`src/rtl/draw_pkg.sv`:
```
// ============================================================================
// draw_pkg: shared widths, screen bounds and FSM encoding for the draw path.
// Revision: 1.0
// ============================================================================
`default_nettype none

package draw_pkg;

  localparam int X_W      = 8;
  localparam int Y_W      = 7;
  localparam int S_W      = 5;
  localparam int C_W      = 3;
  localparam int SCREEN_W = 160;
  localparam int SCREEN_H = 120;

  localparam logic [C_W-1:0] ERASE_COLOUR = '0;

  typedef enum logic [1:0] {
    IDLE = 2'd0,
    DRAW = 2'd1,
    DONE = 2'd2
  } state_e;

endpackage

`default_nettype wire

```
`src/rtl/rect_scan_counter.sv`:
```
// ============================================================================
// rect_scan_counter: row-major col/row counter bounded by width/height.
// Revision: 1.0
// ============================================================================
`default_nettype none

module rect_scan_counter
  import draw_pkg::*;
(
  input  logic           clk,
  input  logic           reset,
  input  logic           clear,
  input  logic           enable,
  input  logic [S_W-1:0] width,
  input  logic [S_W-1:0] height,
  output logic [S_W-1:0] col,
  output logic [S_W-1:0] row,
  output logic           last
);

  logic [S_W-1:0] col_q, col_d;
  logic [S_W-1:0] row_q, row_d;
  logic           col_at_end;

  assign col_at_end = (col_q == width - S_W'(1));
  assign last       = col_at_end && (row_q == height - S_W'(1));

  // The count parks on the final pixel so the outputs hold it after the walk.
  always_comb begin
    col_d = col_q;
    row_d = row_q;
    if (clear) begin
      col_d = '0;
      row_d = '0;
    end else if (enable && !last) begin
      if (col_at_end) begin
        col_d = '0;
        row_d = row_q + S_W'(1);
      end else begin
        col_d = col_q + S_W'(1);
      end
    end
  end

  always_ff @(posedge clk) begin
    if (reset) begin
      col_q <= '0;
      row_q <= '0;
    end else begin
      col_q <= col_d;
      row_q <= row_d;
    end
  end

  assign col = col_q;
  assign row = row_q;

endmodule

`default_nettype wire

```
`src/rtl/rect_plotter.sv`:
```
// ============================================================================
// rect_plotter: rasterises one clipped rectangle per start, one pixel/cycle.
// Revision: 1.0
// ============================================================================
`default_nettype none

module rect_plotter
  import draw_pkg::*;
(
  input  logic           clk,
  input  logic           reset,
  input  logic           start,
  input  logic [X_W-1:0] start_x,
  input  logic [Y_W-1:0] start_y,
  input  logic [S_W-1:0] width,
  input  logic [S_W-1:0] height,
  input  logic [C_W-1:0] color,
  input  logic           erase,
  output logic           busy,
  output logic           done,
  output logic [X_W-1:0] vga_x,
  output logic [Y_W-1:0] vga_y,
  output logic [C_W-1:0] vga_colour,
  output logic           vga_plot
);

  state_e         state_q, state_d;
  logic [X_W-1:0] sx_q, sx_d;
  logic [Y_W-1:0] sy_q, sy_d;
  logic [S_W-1:0] w_q, w_d;
  logic [S_W-1:0] h_q, h_d;
  logic [C_W-1:0] colour_q, colour_d;

  logic           accept;
  logic [S_W-1:0] col;
  logic [S_W-1:0] row;
  logic           last;
  logic [X_W:0]   x_sum;
  logic [Y_W:0]   y_sum;

  assign accept = (state_q == IDLE) && start;

  rect_scan_counter u_scan (
    .clk    (clk),
    .reset  (reset),
    .clear  (accept),
    .enable (state_q == DRAW),
    .width  (w_q),
    .height (h_q),
    .col    (col),
    .row    (row),
    .last   (last)
  );

  always_ff @(posedge clk) begin
    if (reset) begin
      state_q  <= IDLE;
      sx_q     <= '0;
      sy_q     <= '0;
      w_q      <= '0;
      h_q      <= '0;
      colour_q <= '0;
    end else begin
      state_q  <= state_d;
      sx_q     <= sx_d;
      sy_q     <= sy_d;
      w_q      <= w_d;
      h_q      <= h_d;
      colour_q <= colour_d;
    end
  end

  always_comb begin
    state_d  = state_q;
    sx_d     = sx_q;
    sy_d     = sy_q;
    w_d      = w_q;
    h_d      = h_q;
    colour_d = colour_q;
    case (state_q)
      IDLE: begin
        if (start) begin
          sx_d     = start_x;
          sy_d     = start_y;
          w_d      = width;
          h_d      = height;
          colour_d = erase ? ERASE_COLOUR : color;
          state_d  = (width == '0 || height == '0) ? DONE : DRAW;
        end
      end
      DRAW:    if (last) state_d = DONE;
      DONE:    state_d = IDLE;
      default: state_d = IDLE;
    endcase
  end

  // Sums carry one extra bit so off-screen wrap cannot alias onto the screen.
  assign x_sum = {1'b0, sx_q} + {{(X_W + 1 - S_W){1'b0}}, col};
  assign y_sum = {1'b0, sy_q} + {{(Y_W + 1 - S_W){1'b0}}, row};

  always_comb begin
    busy       = (state_q != IDLE);
    done       = (state_q == DONE);
    vga_x      = x_sum[X_W-1:0];
    vga_y      = y_sum[Y_W-1:0];
    vga_colour = colour_q;
    vga_plot   = (state_q == DRAW) &&
                 (x_sum < (X_W + 1)'(SCREEN_W)) &&
                 (y_sum < (Y_W + 1)'(SCREEN_H));
  end

endmodule

`default_nettype wire

```
`config.mk`:
```
export PLATFORM = sky130hd
export DESIGN_NAME = rect_plotter
export DESIGN_NICKNAME = d
export VERILOG_FILES = /design/src/rtl/draw_pkg.sv /design/src/rtl/rect_scan_counter.sv /design/src/rtl/rect_plotter.sv
export SDC_FILE = /design/constraint.sdc
export NUM_CORES = 1
export LEC_CHECK = 0
export ABC_AREA = 1
export CAP_MARGIN = 20
export CORE_MARGIN = 2
export CORE_UTILIZATION = 45
export DETAILED_ROUTE_END_ITERATION = 16
export DONT_BUFFER_PORTS = 1
export GPL_TIMING_DRIVEN = 0
export PLACE_DENSITY = 0.58
export SETUP_SLACK_MARGIN = 0.1
export SLEW_MARGIN = 20
export SYNTH_ARGS = -nofsm -noshare
export SYNTH_HDL_FRONTEND = slang
export SYNTH_HIERARCHICAL = 1
export SYNTH_SLANG_ARGS = --single-unit
```
`constraint.sdc`:
```
create_clock -name clk -period 2.7 [get_ports clk]
set_input_delay 0.54 -clock clk [delete_from_list [all_inputs] [get_ports clk]]
set_output_delay 0.54 -clock clk [all_outputs]
set_load 0.02 [all_outputs]
```
* Yosys cells after proc, flatten, opt, wreduce, memory -nomap -nowiden
Cells that the tools add are included.
** Operators by class
- Add/subtract/negate cells :: 6
- Multiply operators :: 0
- Divide/modulo/power cells :: 0
- Order comparisons :: 2
- Equal/unequal tests :: 6
- Shift-type cells :: 0
- Mux-type cells :: 6
- Bitwise gates (word level) :: 0
- Reductions and logical operators :: 15
** Operator list (count)
- adder 5 x 1 -> 5 bit, second input constant :: 2
- == test 5 bit :: 2
- zero test 5 bit :: 2
- subtractor 5 x 1 -> 5 bit, second input constant :: 2
- adder 8 x 5 -> 9 bit :: 1
- less-than comparator 9 x 8 -> 1 bit, second input constant :: 1
- adder 7 x 5 -> 8 bit :: 1
- less-than comparator 8 x 7 -> 1 bit, second input constant :: 1
- 2-to-1 mux 2 bit :: 3
- AND reduction 2 bit :: 3
- logical AND 1 bit :: 5
- 2-to-1 mux 5 bit :: 1
- inequality test 2 bit, second input constant :: 2
- one-hot mux 2 bit (2 select lines) :: 1
- 2-to-1 mux 3 bit :: 1
- == test 2 x 1 -> 1 bit, second input constant :: 1
- == test 2 bit, second input constant :: 1
- zero test 2 bit :: 1
- nonzero test 2 bit :: 1
- OR reduction 2 bit :: 1
- zero test 1 bit :: 1
- logical OR 1 bit :: 1
** Storage, ports and cells
- Register bits :: 40
- Latch bits :: 0
- Memory bits (writable) :: 0
- Memory bits (read-only) :: 0
- Input port bits :: 32
- Output and inout bits :: 21
- Word-level logic and storage cells :: 43
- Memories :: 0

* Logic depth before layout (Yosys ltp)
Gate-level depths: netlist of the first run.
- Word-level depth :: 6
- Gate-level depth with buffers :: 16
- Depth with buffers taken out :: 16

* Cells and area by module
Netlist of the first run, hierarchy kept.
** Modules (own cells, without submodules)
- rect_plotter :: times used 1, cells an instance 256, area each 1757.9 um2, seq. area each 600.6 um2
- rect_scan_counter :: times used 1, cells an instance 171, area each 998.5 um2, seq. area each 200.2 um2

* Worst setup path after synthesis of the first run
Ideal clock, no wire load.
- Kind :: register to output
- Start :: reg u_scan.row_q[0] (netlist: u_scan/row[0])
- End :: out vga_plot
- Arrival time :: 1.696 ns
- Data required time :: 2.160 ns
- Path slack :: 0.464 ns
- Cell stages (with the launch flop) :: 12
- Buffers on the path :: 0
- Cell sequence :: dfxtp_1 -> ha_1 -> fa_1 -> nand3_1 -> nand2_1 -> nand2_1 -> nand2_2 -> nand2_2 -> nor2_1 -> nand2_1 -> nand2_1 -> nor2_2
** On the way
- Cells in the longest elaborated chain, start to end :: 3
** Ends and longest elaborated chain
- start: declaration :: RTL line rect_scan_counter.sv:22 : logic [S_W-1:0] row_q, row_d;
- start signal: assignment :: RTL line rect_scan_counter.sv:51 : row_q <= row_d;
- adder 7 x 5 -> 8 bit :: RTL line rect_plotter.sv:99 : assign y_sum = {1'b0, sy_q} + {{(Y_W + 1 - S_W){1'b0}}, row};
- net vga_y[4] :: RTL line rect_plotter.sv:22 : output logic [Y_W-1:0] vga_y,
- less-than comparator 8 x 7 -> 1 bit :: RTL line rect_plotter.sv:109 : (y_sum < (Y_W + 1)'(SCREEN_H));
- logical AND 1 bit :: RTL line rect_plotter.sv:108 : (x_sum < (X_W + 1)'(SCREEN_W)) &&
- end: declaration :: RTL line rect_plotter.sv:24 : output logic vga_plot
The timed path passes the listed nets, and every way through them passes these cells.

* Final worst setup path of the first run
Ends and elaborated chain as after synthesis.

==> results of run 1 <==
metrics by stage:
step	total power, W	util	cells	setup slack, ns
floorplan	0.001004	-	427	0.4643
global placement	0.001071	0.4814	502	0.2971
detailed placement	0.001074	0.4814	502	0.3065
CTS	0.001491	0.4992	510	0.1117
global route	0.001573	0.5068	512	0.05647
finish	0.001479	0.5068	512	0.1726
worst paths after layout:
path	end	slack (ns)	depth (start not counted)	startpoint
worst max-delay path	vga_plot	0.17	9	u_scan/row[0]
worst min-delay path	vga_colour[2]	0.31	1	reset
worst max register to register	u_scan/col[4]	0.90	13	h_q[0]
worst min register to register	sx_q[7]	0.52	2	sx_q[7]
cells in the mapped netlist, drive strengths merged:
master,instances
o21ai,25
or2,1
nand4,11
nand3,33
nand2,109
clkbuf,3
nor3,3
xor2,6
nor2,74
o21bai,1
fa,2
inv,59
clkinv,6
buf,5
nand2b,1
a21oi,27
ha,14
dfxtp,40
nand3b,2
a31oi,1
xnor2,4
kinds of logic (layout without fill, tap and decap cells):
| logic type | Yosys count | after routing |
|---|---|---|
| adders and majority gates | 16 | 16 |
| buffers and inverters | 73 | 83 |
| DFF | 40 | 40 |
| and+or+nand+nor | 234 | 234 |
| xor gates and xnor gates | 10 | 10 |
| AOI/OAI and AO/OA | 54 | 54 |
power groups by stage:
| stage | logic, W | registers (W) | clock network (W) |
|---|---|---|---|
| floorplan | 0.000326 | 0.000678 | 0 |
| global placement | 0.000384 | 0.000687 | 0 |
| detailed placement | 0.000388 | 0.000686 | 0 |
| CTS | 0.000393 | 0.000673 | 0.000424 |
| global route | 0.000445 | 0.000679 | 0.000449 |
| finish | 0.000391 | 0.000672 | 0.000416 |
flip-flops by register name, indices dropped and copies added, names as in the netlist:
register and cells:
h_q 5, vga_colour 3, u_scan/row 5, w_q 5
sy_q 7, sx_q 8, state_q 2, u_scan/col 5
routing by layer:
metal	routed length [µm]	GRT usage	vias to the layer above
met5	0	0	-
met4	51	0.05000	0
met3	284	0.04565	4
met2	2905	0.3508	49
met1	3065	0.2393	1135
li1	-	-	1366
worst reg2reg max path, stage by stage (launching register included):
cell	delay, ns
dfxtp_1	0.37
inv_1	0.07
ha_1	0.30
nand2_1	0.07
inv_1	0.04
nor2_1	0.09
nand2_1	0.08
nor2_1	0.13
nand2_1	0.10
nor2_4	0.10
nand2_4	0.09
nand2_4	0.09
nand2_1	0.05
a21oi_1	0.15
what timing repair did:
item,4_1_cts,5_1_grt
setup endpoints to repair,2,2
gates resized for setup,5,10
pin swaps,0,4
setup buffers,0,2
area by class of cell:
type | instances | share of cell area
well taps | 75 | 0.03128
clock buffers | 8 | 0.03002
flip-flops and latches | 40 | 0.2706
repair buffers | 2 | 0.005004
multi-input cells | 314 | 0.5667
inverters | 65 | 0.08257
plain buffers | 8 | 0.01376
==> results.yml, run 1 <==
routing:
  drtIter0Drc: 95
  vias: 2554
  detail_route.wl_per_cell_um: 12.32
  detail_route.vias_per_cell: 4.988
  drt_pre_antenna_iters: 4
  drt-total-wl_mm: 6.306
  detail_route.drc_violations: 0
  detail-route-antenna-nets: 0
setup_path:
  timing.critical_path.required_ns: 2.16
  path_class: "flop to primary output"
  cp_slowest_cell: "fa_2"
  critical_path.endpoint_type: "primary output"
  crit_path_start_kind: "flop"
  critPathArrivalTime_ns: 1.99
  critical_path.max_stage_delay_ns: 0.41
  crit_buf_inv: 0
  family_with_the_most_delay_on_the_worst_path: "simple AND/OR/NAND/NOR gates"
  worstPathMaxFanout: 6
  worstPathCellList: "ha_4, fa_2, nand4_1, nand3_1, nand2_1, nand2_4, nand2_1, nand2_2, nor2_4"
  path_common_cell: "nand2_1"
clocking:
  cts.path.max_buffers: 2
  insertion_delay_ns: 0.29
  postCtsHoldBufs: 0
  numClockSinks: 40
  ctsHtreeMaxLevel: 2
  cts_tree: "done"
  clk_pin_slew_ns: 0.07
  cts-buffers-inserted: 5
  clk_root_buffer_cell: "clkbuf_8"
power:
  irDropWorstVdd_v: 0.0002926
  clock_power_share: 0.281
  power_switching_w: 0.0005119
  pwr_density_cell_nw_per_um2: 493.0
  leakage_nw: 1.455
  power_switching_share: 0.3461
  internal_power_w: 0.0009672
  power.combinational.fraction: 0.264
  seq_power_share: 0.454
yosys:
  post_synth_xor_area_fraction: 0.03177
  synthSimpleGateAreaFrac: 0.3940
  synth.top_cells.by_area: "dfxtp_1 29%, nand2_1 13%, nor2_1 9.0%"
  synth_compound_area_frac: 0.1008
  yosys_warnings: 6
  share_of_synthesized_area_spent_on_multiplexers: 0
  seq_area_frac_synth: 0.2905
  netlist_area_um2: 2756
  synth_top_area_cell: "dfxtp_1"
  synth_top_family_by_area: "simple AND/OR/NAND/NOR gates"
  post_synth.cell_area_avg_um2: 6.455
  synth.ff_latch_count: 40
  synth.net_count: 475
  synth_largest_type_area_fraction: 0.2905
  post_synth_num_cell_types: 33
  adder_cell_area_share_of_the_yosys_netlist: 0.07808
  netlist_instances: 427
finish:
  num-nets-final: 484
  diodes: 0
  multi_input_gate_area_in_the_final_layout_um2: 1700
  syn_to_final_growth_pct: 8.852
  fillers: 659
  most_common_cell_after_layout_fill_and_taps_aside: "nand2_1"
  seq_area_um2: 812.0
  drive_above_1_share: 0.1396
  postLayoutCellArea_um2: 3000
  layout_common_cells: "94 x nand2_1, 66 x nor2_1, 49 x inv_1"
global_route:
  number_of_antenna_violations_at_the_first_check_in_global_routing: 0
  first_global_vias: 2293
  grt_first_pass_wirelength_mm: 10.14
  grt_overflow_total: 0
  global_route.usage.total: 0.1977
  grt_start_max_net_pins: 12
sta:
  clock-skew-final_ns: 0.003812
  post-route-min-period_ns: 2.527
  grt_setup_unrepaired: "yes"
  final_max_slew_viol_count: 0
  tns_ns: 0
  timing_hold_violations_final: 0
  max_slew_margin: 0.6585
  final.period_utilization: 0.9361
  timing.hold.ws_ns: 0.3089
  finalSetupViolations: 0
  clock.fmax_ghz: 0.3957
  worst_slew_pin_slew_ns: 0.5087
die:
  fp.dieW_um: 82.27
  start_util: 0.4656
  die_area_um2: 6768
  number_of_placement_rows: 28
  fp.dieH_um: 82.27
  core_area_um2: 5921
  design.portCount: 53
place:
  place.gp.congestion: 0.8121
  port_buffers: 0
  detailed_place.area_um2: 2850
  detailedPlacementHpwl_mm: 4.967
flow_run:
  max_cap_violations: 0
outcome:
  status: "completed"
hold_path:
  worstHoldPathType: "input port to flop"
Power figures use the tool's default switching activity.
==> inputs of run 2 (changes only) <==
--- a/config.mk
+++ b/config.mk
@@ -13,6 +13,7 @@
 export DONT_BUFFER_PORTS = 1
 export GPL_TIMING_DRIVEN = 0
 export PLACE_DENSITY = 0.58
+export REMOVE_ABC_BUFFERS = 1
 export SETUP_SLACK_MARGIN = 0.1
 export SLEW_MARGIN = 20
 export SYNTH_ARGS = -nofsm -noshare
==> results.yml, run 2 (synthesized netlist as in run 1, its figures left out) <==
clocking:
  clk_pin_slew_ns: 0.08
  cts_tree: "done"
  ctsHtreeMaxLevel: 2
  postCtsHoldBufs: 0
  insertion_delay_ns: 0.29
  numClockSinks: 40
  cts.path.max_buffers: 2
  cts-buffers-inserted: 5
  clk_root_buffer_cell: "clkbuf_8"
die:
  design.portCount: 53
  number_of_placement_rows: 28
  fp.dieW_um: 82.27
  start_util: 0.4656
  core_area_um2: 5921
  die_area_um2: 6768
  fp.dieH_um: 82.27
place:
  port_buffers: 0
  place.gp.congestion: 0.8071
  detailedPlacementHpwl_mm: 4.277
hold_path:
  worstHoldPathType: "input port to flop"
routing:
  wirelength_met1_mm: 2.806
  detail-route-antenna-nets: 0
  detail_route.vias_per_cell: 5.111
  route.met2.wl_mm: 2.678
  vias: 2576
  drtIter0Drc: 86
  detail_route.drc_violations: 0
  routed-wl-met3_um: 410
  drt-total-wl_mm: 5.929
  drt_pre_antenna_iters: 4
  detail_route.wl_per_cell_um: 11.76
  topRoutingLayerUsed: "met4"
sta:
  tns_ns: 0
  finalSetupViolations: 0
  clock-skew-final_ns: 0.002529
  worst_slew_pin_slew_ns: 0.7469
  post-route-min-period_ns: 2.478
  max_slew_margin: 0.5015
  final.period_utilization: 0.9177
  grt_setup_unrepaired: "no"
  timing_hold_violations_final: 0
  final_max_slew_viol_count: 0
  clock.fmax_ghz: 0.4036
global_route:
  grt_overflow_total: 0
  global_route.usage.total: 0.1804
  first_global_vias: 2278
  grt_start_max_net_pins: 34
  grt_first_pass_wirelength_mm: 9.653
  number_of_antenna_violations_at_the_first_check_in_global_routing: 0
finish:
  drive_above_1_share: 0.1585
  registers.top_by_ff_count: "sx_q"
  layout.core_utilization: 0.5131
  multi_input_gate_area_in_the_final_layout_um2: 1737
  fillers: 630
  largest_registers: "sx_q: 8 flops, sy_q: 7 flops"
  layout_common_cells: "93 x nand2_1, 64 x nor2_1, 49 x inv_1"
  largest_reg_flops: 8
  most_common_cell_after_layout_fill_and_taps_aside: "nand2_1"
  syn_to_final_growth_pct: 10.21
  num-nets-final: 476
  seq_area_um2: 818.3
  diodes: 0
power:
  pwr_density_cell_nw_per_um2: 524.6
  irDropWorstVdd_v: 0.0003471
  leakage_nw: 1.457
  fin_total_pwr_w: 0.001594
outcome:
  status: "completed"
setup_path:
  path_class: "flop to primary output"
  timing.critical_path.required_ns: 2.16
  worstPathMaxFanout: 3
  critPathArrivalTime_ns: 1.94
  critical_path.endpoint_type: "primary output"
  crit_path_start_kind: "flop"
flow_run:
  max_cap_violations: 0
-- run 2: changes by cell type in the layout (fill, tap and decap cells not counted), moves of 2 or more --
cell      previous run  this run
buf_4                4         2
dfxtp_1             35        32
buf_2                3         0
dfxtp_2              3         5
clkbuf_1             5         0
nor2_1              66        64
nor2_2               4         6
-- run 2: routing by layer --
layer | GRT usage | up-vias
li1 | - | 1349
met1 | 0.2302 | 1150
met2 | 0.3024 | 73
met3 | 0.04348 | 4
met4 | 0.05000 | 0
met5 | 0 | -
-- run 2: critical path, stage by stage (launching register included) --
cell and delay [ns]:
dfxtp_4 0.35, ha_4 0.17, fa_2 0.42, nand4_1 0.13, nand3_1 0.08, nand2_1 0.10
nand2_4 0.08, nand2_1 0.09, nand2_2 0.06, nor2_4 0.16
-- run 2: cell type report --
type                            count  area share
Clock buffer                        7     0.03171
Multi-Input combinational cell    314      0.5717
Tap cell                           75     0.03089
Timing Repair Buffer                2    0.004942
Inverter                           65     0.08155
Clock inverter                      1    0.009885
Sequential cell                    40      0.2694
-- run 2: stage by stage --
| step | std cells | setup slack [ns] | cell area [µm²] | hold WS (ns) |
|---|---|---|---|---|
| finish | 504 | 0.2223 | 3038 | 0.3046 |
| floorplan | 419 | 0.4641 | 2715 | 0.4666 |
| global route | 504 | 0.1051 | 3038 | 0.2821 |
| detailed placement | 494 | 0.2975 | 2809 | 0.5003 |
| CTS | 502 | 0.1069 | 2948 | 0.2901 |
| global placement | 494 | 0.3004 | 2809 | 0.4959 |
-- run 2: final timing paths --
path | startpoint | endpoint | slack [ns] | cells after the start
setup reg to reg | w_q[0] | state_q[1] | 0.88 | 13
hold / removal | reset | vga_colour[0] | 0.30 | 1
setup / recovery | u_scan/row[0] | vga_plot | 0.22 | 9
hold reg to reg | sy_q[6] | sy_q[6] | 0.51 | 2
-- run 2: timing repair --
action,in CTS,in global routing
setup endpoints to repair,2,2
resized for setup,5,23
gates cloned,0,0
setup buffers,0,2
pin swaps,0,5
-- run 2: where the power goes --
part | switching [W] | internal, W | total (W)
clock | 0.000212 | 0.000326 | 0.000538
sequential | 0.0000399 | 0.000633 | 0.000673
combinational | 0.000263 | 0.000120 | 0.000383
==> inputs of run 3 (changes only) <==
--- a/config.mk
+++ b/config.mk
@@ -7,6 +7,7 @@
 export LEC_CHECK = 0
 export ABC_AREA = 1
 export CAP_MARGIN = 20
+export CORE_ASPECT_RATIO = 0.5
 export CORE_MARGIN = 2
 export CORE_UTILIZATION = 45
 export DETAILED_ROUTE_END_ITERATION = 16
==> results.yml, run 3 (synthesized netlist as in run 1, its figures left out) <==
power:
  leakage_nw: 1.448
  power_switching_w: 0.0005274
  power.combinational.fraction: 0.231
  irDropWorstVdd_v: 0.0002543
  power_switching_share: 0.3203
  internal_power_w: 0.001119
  clock_power_share: 0.358
  fin_total_pwr_w: 0.001647
  seq_power_share: 0.411
  pwr_density_cell_nw_per_um2: 551.6
setup_path:
  critical_path.max_stage_delay_ns: 0.43
  worstPathMaxFanout: 6
  path_class: "flop to primary output"
  critPathArrivalTime_ns: 1.96
  timing.critical_path.required_ns: 2.16
  worstPathCellList: "ha_1, a21oi_2, nand2b_1, nand3_1, nand2_1, nand2_4, nand2_1, nand2_1, nor2_4"
  crit_path_start_kind: "flop"
  critical_path.endpoint_type: "primary output"
  cp_slowest_cell: "dfxtp_1"
  path_common_cell: "nand2_1"
sta:
  setup_slack_ns: 0.1981
  clock-skew-final_ns: 0.002642
  grt_setup_unrepaired: "no"
  clock.fmax_ghz: 0.3997
  post-route-min-period_ns: 2.502
  final.period_utilization: 0.9266
  finalSetupViolations: 0
  timing_hold_violations_final: 0
  final_max_slew_viol_count: 0
  worst_slew_pin_slew_ns: 0.7769
  max_slew_margin: 0.4815
  tns_ns: 0
routing:
  drtIter0Drc: 130
  detail-route-antenna-nets: 0
  detail_route.drc_violations: 0
  drt-total-wl_mm: 6.197
  vias: 2579
  detail_route.vias_per_cell: 5.117
  detail_route.wl_per_cell_um: 12.30
  drt_pre_antenna_iters: 4
finish:
  layout_common_cells: "94 x nand2_1, 65 x nor2_1, 49 x inv_1"
  instances_no_fill: 504
  drive_above_1_share: 0.1218
  registers.top_by_ff_count: "sx_q"
  most_common_cell_after_layout_fill_and_taps_aside: "nand2_1"
  largest_reg_flops: 8
  largest_registers: "sx_q: 8 flops, sy_q: 7 flops"
  syn_to_final_growth_pct: 8.307
  fillers: 622
  postLayoutCellArea_um2: 2985
  diodes: 0
  num-nets-final: 474
place:
  placed_cells_incl_taps: 496
  detailed_place.area_um2: 2811
  place.gp.congestion: 0.8147
  detailedPlacementHpwl_mm: 4.554
  port_buffers: 0
  post-place-ws_ns: 0.2638
clocking:
  clk_pin_slew_ns: 0.06
  cts-buffers-inserted: 5
  cts.path.max_buffers: 2
  insertion_delay_ns: 0.28
  numClockSinks: 40
  ctsHtreeMaxLevel: 2
  postCtsHoldBufs: 0
  cts_setup_buffers: 0
  cts_tree: "done"
  clk_root_buffer_cell: "clkbuf_16"
die:
  start_util: 0.4609
  core_area_um2: 5981
  design.portCount: 53
  number_of_placement_rows: 20
  fp.dieH_um: 59.34
  fp.dieW_um: 114.7
  die_area_um2: 6805
global_route:
  number_of_antenna_violations_at_the_first_check_in_global_routing: 0
  global_route.usage.total: 0.1932
  grt_start_max_net_pins: 34
  grt_overflow_total: 0
  grt_first_pass_wirelength_mm: 10.38
  first_global_vias: 2302
hold_path:
  worstHoldPathType: "input port to flop"
outcome:
  status: "completed"
flow_run:
  max_cap_violations: 0
==> run 3: cell types whose count changed in the layout (fill, tap and decap cells not counted), sizes merged <==
cell,delta
buf,-2
bufinv,-1
clkbuf,+1
==> run 3: per-stage QoR <==
stage | util | hold slack [ns]
floorplan | - | 0.4666
global placement | 0.4701 | 0.4951
detailed placement | 0.4701 | 0.4938
CTS | 0.4975 | 0.3175
global route | 0.4992 | 0.3147
finish | 0.4992 | 0.3239
==> run 3: cell type report <==
cell class | instances | area (µm²) | area share
Clock buffer | 8 | 146.4 | 0.04904
Inverter | 65 | 247.7 | 0.08298
Multi-Input combinational cell | 314 | 1688 | 0.5654
Sequential cell | 40 | 807.0 | 0.2703
Tap cell | 77 | 96.34 | 0.03227
==> run 3: final timing paths <==
kind	slack, ns	cells after the start	endpoint	from
max	0.20	9	vga_plot	u_scan/row[3]
min	0.32	1	state_q[0]	reset
max reg2reg	0.82	13	state_q[1]	w_q[0]
min reg2reg	0.50	2	sy_q[6]	sy_q[6]
==> run 3: critical path, delay by kind of cell (launching register included) <==
family,cells,cell delay [ns]
flip-flops,1,0.43
adder cells (fa/ha/maj),1,0.35
AND/OR/NAND/NOR,7,0.69
AO/OA/AOI/OAI,1,0.22
==> run 3: layer usage <==
metal  vias to the layer above  GRT usage  share of wire
met5                         -          0              0
met2                        49     0.3288           0.44
met1                      1175     0.2563           0.50
met3                         4    0.04499          0.054
met4                         0    0.03659         0.0045
li1                       1351          -              -
==> run 3: timing repair <==
action,4_1_cts,5_1_grt
setup endpoints to repair,2,2
gates cloned,0,0
endpoints found under the hold margin,0,0
pin swaps,1,3
resized for setup,6,5
==> run 3: power by group through the flow <==
stage                     Combinational (W)  Clock [W]  Sequential, W
final                              0.000380   0.000590       0.000676
after global routing               0.000431   0.000630       0.000683
after CTS                          0.000382   0.000607       0.000676
after detailed placement           0.000376          0       0.000688
after global placement             0.000369          0       0.000686
after floorplan                    0.000316          0       0.000678
